### config.mk
export PLATFORM = sky130hd
export DESIGN_NAME = histogram_builder
export DESIGN_NICKNAME = d
export VERILOG_FILES = /design/src/rtl/histogram_builder.sv
export SDC_FILE = /design/constraint.sdc
export NUM_CORES = 1
export LEC_CHECK = 0
export BUFFER_PORTS_ARGS = -buffer_cell sky130_fd_sc_hd__buf_4
export CORE_UTILIZATION = 50
export CTS_CLUSTER_DIAMETER = 150
export DETAILED_ROUTE_END_ITERATION = 8
export HOLD_SLACK_MARGIN = 0.15
export PLACE_DENSITY = 0.81
export SYNTH_ARGS = -nofsm -noshare
export SYNTH_HDL_FRONTEND = slang
export SYNTH_SLANG_ARGS = --single-unit
### constraint.sdc
create_clock -name iClk -period 5 [get_ports iClk]
set_input_delay 1.25 -clock iClk [delete_from_list [all_inputs] [get_ports iClk]]
set_output_delay 1.25 -clock iClk [all_outputs]
set_load 0.005 [all_outputs]
### src/rtl/histogram_builder.sv
// Grey-level histogram builder: clears the shared histogram RAM, then performs a
// pipelined read-modify-write (+1) per accepted pixel and reports frame completion.
module histogram_builder #(
  parameter int DATA_W = 20,
  parameter int BIN_W  = 8
) (
  input  logic              iClk,
  input  logic              iRst_n,
  input  logic              iStart,
  input  logic [BIN_W-1:0]  iPixel,
  input  logic              iValid,
  input  logic              iFrameEnd,
  output logic              oReady,
  output logic [BIN_W-1:0]  oRdAddr,
  input  logic [DATA_W-1:0] iRdQ,
  output logic [BIN_W-1:0]  oWrAddr,
  output logic [DATA_W-1:0] oWrData,
  output logic              oWE,
  output logic              oBusy,
  output logic              oDone,
  output logic [DATA_W-1:0] oPixelCount
);

  typedef enum logic [2:0] {
    S_IDLE,
    S_CLEAR,
    S_ACCUM,
    S_DRAIN,
    S_DONE
  } state_t;

  localparam logic [DATA_W-1:0] CNT_MAX  = '1;
  localparam logic [BIN_W-1:0]  ADDR_MAX = '1;

  function automatic logic [DATA_W-1:0] sat_inc(input logic [DATA_W-1:0] v);
    return (v == CNT_MAX) ? v : v + 1'b1;
  endfunction

  state_t             state;
  logic [BIN_W-1:0]   clr_addr;
  logic [DATA_W-1:0]  pix_cnt;
  logic               ready;
  logic               busy;
  logic               done;

  logic               accept;
  logic               vld_p1;
  logic [BIN_W-1:0]   pix_p1;
  logic [DATA_W-1:0]  base_p1;
  logic [DATA_W-1:0]  new_p1;
  logic               inc_we;

  logic               fwd_vld_p2;
  logic [BIN_W-1:0]   fwd_addr_p2;
  logic [DATA_W-1:0]  fwd_data_p2;

  // Stage 0: issue the bin read for an accepted pixel
  assign accept  = (state == S_ACCUM) && iValid && !iStart;
  assign oRdAddr = accept ? iPixel : '0;

  // Stage 1: increment the read value; a write to the same bin in the previous
  // cycle is not yet visible on iRdQ, so its data is forwarded instead
  assign inc_we  = vld_p1 && ((state == S_ACCUM) || (state == S_DRAIN));
  assign base_p1 = (fwd_vld_p2 && (fwd_addr_p2 == pix_p1)) ? fwd_data_p2 : iRdQ;
  assign new_p1  = sat_inc(base_p1);

  assign oWE     = (state == S_CLEAR) || inc_we;
  assign oWrAddr = (state == S_CLEAR) ? clr_addr : (inc_we ? pix_p1 : '0);
  assign oWrData = ((state != S_CLEAR) && inc_we) ? new_p1 : '0;

  assign oReady      = ready;
  assign oBusy       = busy;
  assign oDone       = done;
  assign oPixelCount = pix_cnt;

  always_ff @(posedge iClk) begin
    if (accept) pix_p1 <= iPixel;
  end

  always_ff @(posedge iClk or negedge iRst_n) begin
    if (!iRst_n) begin
      state       <= S_IDLE;
      clr_addr    <= '0;
      pix_cnt     <= '0;
      ready       <= 1'b0;
      busy        <= 1'b0;
      done        <= 1'b0;
      vld_p1      <= 1'b0;
      fwd_vld_p2  <= 1'b0;
      fwd_addr_p2 <= '0;
      fwd_data_p2 <= '0;
    end else begin
      vld_p1     <= accept;
      fwd_vld_p2 <= inc_we && !iStart;
      if (inc_we) begin
        fwd_addr_p2 <= pix_p1;
        fwd_data_p2 <= new_p1;
      end
      if (accept) pix_cnt <= sat_inc(pix_cnt);

      // A start pulse from any state (re)starts the clear and drops the frame
      if (iStart) begin
        state    <= S_CLEAR;
        clr_addr <= '0;
        pix_cnt  <= '0;
        ready    <= 1'b0;
        busy     <= 1'b1;
        done     <= 1'b0;
      end else begin
        case (state)
          S_CLEAR: begin
            clr_addr <= clr_addr + 1'b1;
            if (clr_addr == ADDR_MAX) begin
              state <= S_ACCUM;
              ready <= 1'b1;
            end
          end
          S_ACCUM: begin
            if (iFrameEnd) begin
              state <= S_DRAIN;
              ready <= 1'b0;
            end
          end
          S_DRAIN: begin
            state <= S_DONE;
            busy  <= 1'b0;
            done  <= 1'b1;
          end
          S_IDLE, S_DONE: ;
          default: begin
            state <= S_IDLE;
            ready <= 1'b0;
            busy  <= 1'b0;
            done  <= 1'b0;
          end
        endcase
      end
    end
  end

endmodule

# == Yosys cells after proc, flatten, opt, wreduce, memory -nomap -nowiden ==
# Cells that the tools add are included.
# totals
ff_bits,72
out_inout_bits,60
inputBits,33
word_cells,70
# classes
eq_ne,15
add_sub_neg,3
n_reduce_logical,18
muxes,23
# ops
op,n
2-to-1 mux 20 bit,6
"adder 20 x 1 -> 20 bit, second input constant",2
"equality test 20 bit, second input constant",2
2-to-1 mux 8 bit,5
one-hot mux 3 bit (4 select lines),1
2-to-1 mux 3 bit,3
"adder 8 x 1 -> 8 bit, second input constant",1
equality test 8 bit,1
"equality test 8 bit, second input constant",1
"equality test 3 x 2 -> 1 bit, second input constant",2
logical AND 1 bit,6
2-to-1 mux 1 bit,6
AND reduction 3 bit,2
"inequality test 2 x 1 -> 1 bit, second input constant",2
"inequality test 2 bit, second input constant",2
nonzero test 2 bit,2
OR reduction 4 bit,1
"equality test 3 x 1 -> 1 bit, second input constant",1
"equality test 3 bit, second input constant",1
logical NOT 3 bit,1
"inequality test 3 x 1 -> 1 bit, second input constant",1
"inequality test 3 x 2 -> 1 bit, second input constant",1
"inequality test 3 bit, second input constant",1
one-hot mux 1 bit (3 select lines),1
other kinds (6),7

# == Logic depth before layout (Yosys ltp) ==
# depth
word_depth,6
mapped_depth,14
depth_no_buf,12

# == Least setup slack after synthesis ==
# Ideal clock, no wire load.
# synth_timing
kind,register to output
from,register pix_p1[7]
to,output oWrData[5]
path_buffers,1
slack_ns,0.365
arrival_time_ns,3.385
required_time_ns,3.750
path_stages_with_launch,14
path_cell_list,edfxtp_1 -> xnor2_1 -> nand4_1 -> or3_1 -> clkbuf_1 -> mux2_2 -> ha_1 -> nand3_1 -> or4_4 -> o2111a_1 -> mux2i_2 -> o21ba_2 -> xor2_1 -> nor2_1
# synth_via
elab_chain_cells,6
elab_cells_between_ends,7
cone_classes,1 x add/sub; 2 x eq/ne; 3 x mux; 1 x reduce/logical
# synth_rtl
item,line_no,rtl
from (decl),48,logic [BIN_W-1:0] pix_p1;
from (signal assigned),77,if (accept) pix_p1 <= iPixel;
equality test 8 bit (*),64,assign base_p1 = (fwd_vld_p2 && (fwd_addr_p2 == pix_p1)) ? fwd_data_p2 : iRdQ;
logical AND 1 bit (*),64,
2-to-1 mux 20 bit (*),64,
adder 20 x 1 -> 20 bit or equality test 20 bit (tied branches),36,return (v == CNT_MAX) ? v : v + 1'b1;
2-to-1 mux 20 bit (*),36,
2-to-1 mux 20 bit (*),69,assign oWrData = ((state != S_CLEAR) && inc_we) ? new_p1 : '0;
to (decl),17,"output logic [DATA_W-1:0] oWrData,"
# Every way passes the cells marked *; elsewhere a longest branch is shown, timed or not.

# == Final worst setup path ==
# layout_timing
from,register pix_p1[1]
to,output oWrData[10]
# Same word-level chain as after synthesis.

==> flow_summary_export.csv <==
group,metric,value,unit
status,outcome,"complete, no violations",
routing,detail_route.first_pass.iterations,5,
placed_design,hpwl,9.09,mm
cells_and_area,stdcell_count,766,
yosys,ys_seq_elements,72,
global_routing,global_route.overflow_total,0,
routing,drt-vias-per-instance,6.02,
global_routing,grt_max_degree,65,
cts,clock_latency,0.36,ns
cells_and_area,flow.area_growth_from_synthesis,23.9,%
routing,drt_iter0_markers,303,
routing,route.antenna.remaining_nets,0,
worst_setup_path,cell_chain_critical_path,"xnor2_1 -> nand3_1 -> or3_4 -> mux2_2 -> ha_4 -> nand3_1 -> or4_4 -> or2_4 -> mux2_4 -> a211o_1 -> nand3_1 -> a21oi_1 -> buf_4",
cts,clock-sinks,72,
power,power.share.clock,0.410,
floorplan,initial_core_utilization,0.514,
floorplan,rows,35,
global_routing,vias_in_the_first_global_route,4269,
worst_hold_path,hold_start,"fwd_addr_p2[5]",
worst_hold_path,min_path_cells,2,
cts,cts.reportedPaths.clkPinSlew,0.08,ns
yosys,synth.net_count,594,
worst_setup_path,setup.reg_to_reg.worst_slack,1.47,ns
timing,finalCritPeriodShare,0.977,
cts,root_buffer_master,"sky130_fd_sc_hd__clkbuf_8",
cells_and_area,filler_cell_count,769,
routing,drc_errors,0,
timing,fmaxAchievable,0.205,GHz
power,internal_power,0.000887,W
yosys,syn_inst,558,
yosys,yosysUniqueCellTypes,61,
cts,count_of_hold_fix_buffers_inserted_at_cts,0,
timing,timing_max_transition_violations_final,0,
cells_and_area,n_antenna_cell,0,
yosys,synth_enable_flop_cells,8,
timing,worstMarginPinSlew,0.840,ns
cts,number_of_clock_buffers_inserted_by_tritoncts,9,
power,power_per_cell_area,205,nW/um2
timing,max_slew_margin,0.435,
worst_setup_path,worst_path_required,3.75,ns
cells_and_area,num-nets-final,686,
worst_hold_path,hold_removal_path_class,"register to register",
worst_setup_path,timing.setup.critical_path_class,"register to output port",
yosys,postSynth.asyncResetShare,0.889,
power,seq_power_share,0.509,
power,vdd_drop_max,0.184,mV
floorplan,die_h,99.2,um
floorplan,floorplan.io_pins,93,
global_routing,grt_antenna_before_repair,0,
timing,setup_viol_count_final,0,
timing,final-hold-violation-count,0,
worst_setup_path,rr_startpoint,"pix_p1[1]",
yosys,synth-seq-area-share,0.390,
job,maxCapViolCount,0,
worst_setup_path,cp_data_arrival_time,3.64,ns
routing,route.final.wire_length,12.8,mm
yosys,synth_area,4720,um2
worst_setup_path,worstSetupStartpointType,"register",
power,power.static_leakage,2.61,nW
cts,tritoncts,"yes",
power,switching_share,0.261,
worst_setup_path,endpoint_kind,"output port",
worst_setup_path,timing.critical_path.fanout_max,6,
timing,final.min_clock_period,4.89,ns
worst_setup_path,slowest_delay,0.45,ns
worst_setup_path,worstReg2RegEnd,"fwd_data_p2[4]",
placed_design,dp_cells,745,
yosys,yosys_most_used_dff,"sky130_fd_sc_hd__dfrtp_1",
floorplan,die_ar,9840,um2
worst_setup_path,reg2regPathDepth,14,
worst_hold_path,worst_hold_path.endpoint,"fwd_addr_p2[5]",
floorplan,core,9200,um2
routing,wl_per_cell,16.7,um
timing,whs,0.511,ns
worst_setup_path,critical_path.most_common_cell,"sky130_fd_sc_hd__nand3_1",
global_routing,grt_first_pass_wirelength,20.1,mm
timing,final.setup_skew,0.00894,ns
cts,clockBufferDepth,2,
worst_setup_path,cell_type_of_the_slowest_stage_on_the_worst_timing_path,"sky130_fd_sc_hd__or4_4",
routing,route.vias.total,4609,
placed_design,weighted_congestion_at_the_end_of_routability_driven_global_placement,0.963,
timing,setup-tns-final,0,ns
cells_and_area,post-route-util,0.636,
placed_design,portBuffers,92,
yosys,postSynthAreaPerCell,8.46,um2
power,comb_power_share,0.081,
cts,cts_max_level,3,
cells_and_area,final_layout_size_suffix_gt1_frac,0.232,
floorplan,die_width,99.2,um
yosys,synth.yosys.warnings,0,
power,power.net_switching,0.000313,W
global_routing,grt_usage,0.257,
-- flip-flops by register name, summed over array words and instances (netlist names) --
| register | flops |
|---|---|
| state | 3 |
| oPixelCount | 20 |
| pix_p1 | 8 |
| oReady | 1 |
| oBusy | 1 |
| vld_p1 | 1 |
| fwd_addr_p2 | 8 |
| fwd_data_p2 | 20 |
| oDone | 1 |
| fwd_vld_p2 | 1 |
| clr_addr | 8 |
-- worst max-delay path, delay by kind of cell, from the launching register on --
| family | cells | cell delay, ns |
|---|---|---|
| and+or+nand+nor | 6 | 1.47 |
| muxes | 2 | 0.59 |
| DFF | 1 | 0.42 |
| AOI/OAI and AO/OA | 2 | 0.33 |
| adders and majority gates | 1 | 0.18 |
| xor gates and xnor gates | 1 | 0.16 |
| buffers and inverters | 1 | 0.15 |
-- cells by family (layout without fill, tap and decap cells) --
kind of cell	Yosys count	after routing	synth area share
XOR/XNOR	46	46	0.0853
adder cells (fa/ha/maj)	3	3	0.00795
AO/OA/AOI/OAI	92	92	0.125
multiplexers	32	33	0.0713
flip-flops	72	72	0.390
AND/OR/NAND/NOR	276	276	0.290
buffers and inverters	37	133	0.0307
-- cells in the mapped netlist, types with 13 or more instances --
| master | number | share of area |
|---|---|---|
| sky130_fd_sc_hd__a21oi_1 | 26 | 0.028 |
| sky130_fd_sc_hd__nand4_1 | 23 | 0.030 |
| sky130_fd_sc_hd__clkbuf_1 | 19 | 0.015 |
| sky130_fd_sc_hd__nor3_1 | 16 | 0.017 |
| sky130_fd_sc_hd__o21ai_0 | 20 | 0.021 |
| sky130_fd_sc_hd__xnor2_1 | 28 | 0.052 |
| sky130_fd_sc_hd__nand3_1 | 24 | 0.025 |
| sky130_fd_sc_hd__mux2i_1 | 24 | 0.051 |
| sky130_fd_sc_hd__nor2_1 | 66 | 0.052 |
| sky130_fd_sc_hd__xor2_1 | 18 | 0.033 |
| sky130_fd_sc_hd__and2_1 | 13 | 0.017 |
| sky130_fd_sc_hd__nand2_1 | 82 | 0.065 |
| sky130_fd_sc_hd__dfrtp_1 | 64 | 0.34 |
-- power by group through the flow --
stage	clock (W)	combinational, W	sequential [W]
final	0.000493	0.0000973	0.000611
after global routing	0.000521	0.000106	0.000612
after CTS	0.000502	0.0000955	0.000610
after detailed placement	0	0.0000938	0.000622
after global placement	0	0.0000913	0.000621
after floorplan	0	0.0000437	0.000619
-- layer usage --
layer  track usage  vias up  part of all wire
met1         0.337     2197              0.43
met3        0.0394       40             0.067
met4         0.106        0             0.026
met2         0.427      211              0.48
li1              -     2161                 -
met5             0        -                 0
-- layout make-up --
cell class	instances	area, um2	area share
clock buffer	11	174	0.0297
timing repair buffer	107	803	0.137
inverter	10	37.5	0.00641
clock inverter	5	41.3	0.00705
tap	111	139	0.0237
multi-input combinational	450	2820	0.481
sequential	72	1840	0.315
-- what timing repair did --
| action | in CTS | in global routing |
|---|---|---|
| setup endpoints to repair | 11 | 14 |
| setup buffers | 3 | 1 |
| gates cloned | 0 | 1 |
| pin swaps | 2 | 3 |
| gates resized for setup | 4 | 8 |
-- how the worst max path moves through the flow --
stage	to	slack [ns]	start
3_5_place_dp	oWrData[5]	0.09	iRdQ[0]
3_3_place_gp	oWrData[5]	0.19	iRdQ[0]
4_1_cts	oWrData[5]	0.01	pix_p1[3]
5_1_grt	oWrData[10]	-0.0003	pix_p1[6]
6_report	oWrData[10]	0.11	pix_p1[1]
2_1_floorplan	oWrData[5]	0.36	pix_p1[7]
-- metrics by stage --
step                      setup slack [ns]  instance area [um2]  total power [W]
final                                0.115                 5850          0.00120
after global placement               0.186                 5530         0.000713
after CTS                          0.00980                 5790          0.00121
after detailed placement            0.0874                 5530         0.000716
after global routing             -0.000281                 5850          0.00124
after floorplan                      0.365                 4720         0.000662
-- cells in the final DEF (no fill, tap or decap), types with 4 or more instances in the layout --
| cell | count |
|---|---|
| sky130_fd_sc_hd__xnor2_1 | 24 |
| sky130_fd_sc_hd__clkbuf_8 | 9 |
| sky130_fd_sc_hd__nor3_1 | 16 |
| sky130_fd_sc_hd__nand4_1 | 23 |
| sky130_fd_sc_hd__nand2_1 | 82 |
| sky130_fd_sc_hd__and3_1 | 11 |
| sky130_fd_sc_hd__o21ai_0 | 20 |
| sky130_fd_sc_hd__a211oi_1 | 5 |
| sky130_fd_sc_hd__buf_4 | 107 |
| sky130_fd_sc_hd__xnor2_2 | 4 |
| sky130_fd_sc_hd__inv_1 | 10 |
| sky130_fd_sc_hd__nand2b_1 | 6 |
| sky130_fd_sc_hd__a21oi_1 | 26 |
| sky130_fd_sc_hd__a31oi_1 | 5 |
| sky130_fd_sc_hd__xor2_1 | 18 |
| sky130_fd_sc_hd__nand3_1 | 24 |
| sky130_fd_sc_hd__nor2b_1 | 5 |
| sky130_fd_sc_hd__a21o_1 | 5 |
| sky130_fd_sc_hd__and4_1 | 9 |
| sky130_fd_sc_hd__nor2_1 | 66 |
| sky130_fd_sc_hd__dfrtp_1 | 64 |
| sky130_fd_sc_hd__and2_1 | 13 |
| sky130_fd_sc_hd__edfxtp_1 | 8 |
| sky130_fd_sc_hd__mux2_2 | 6 |
| sky130_fd_sc_hd__mux2i_1 | 24 |
Note: power is estimated with default switching activity, not from simulation.
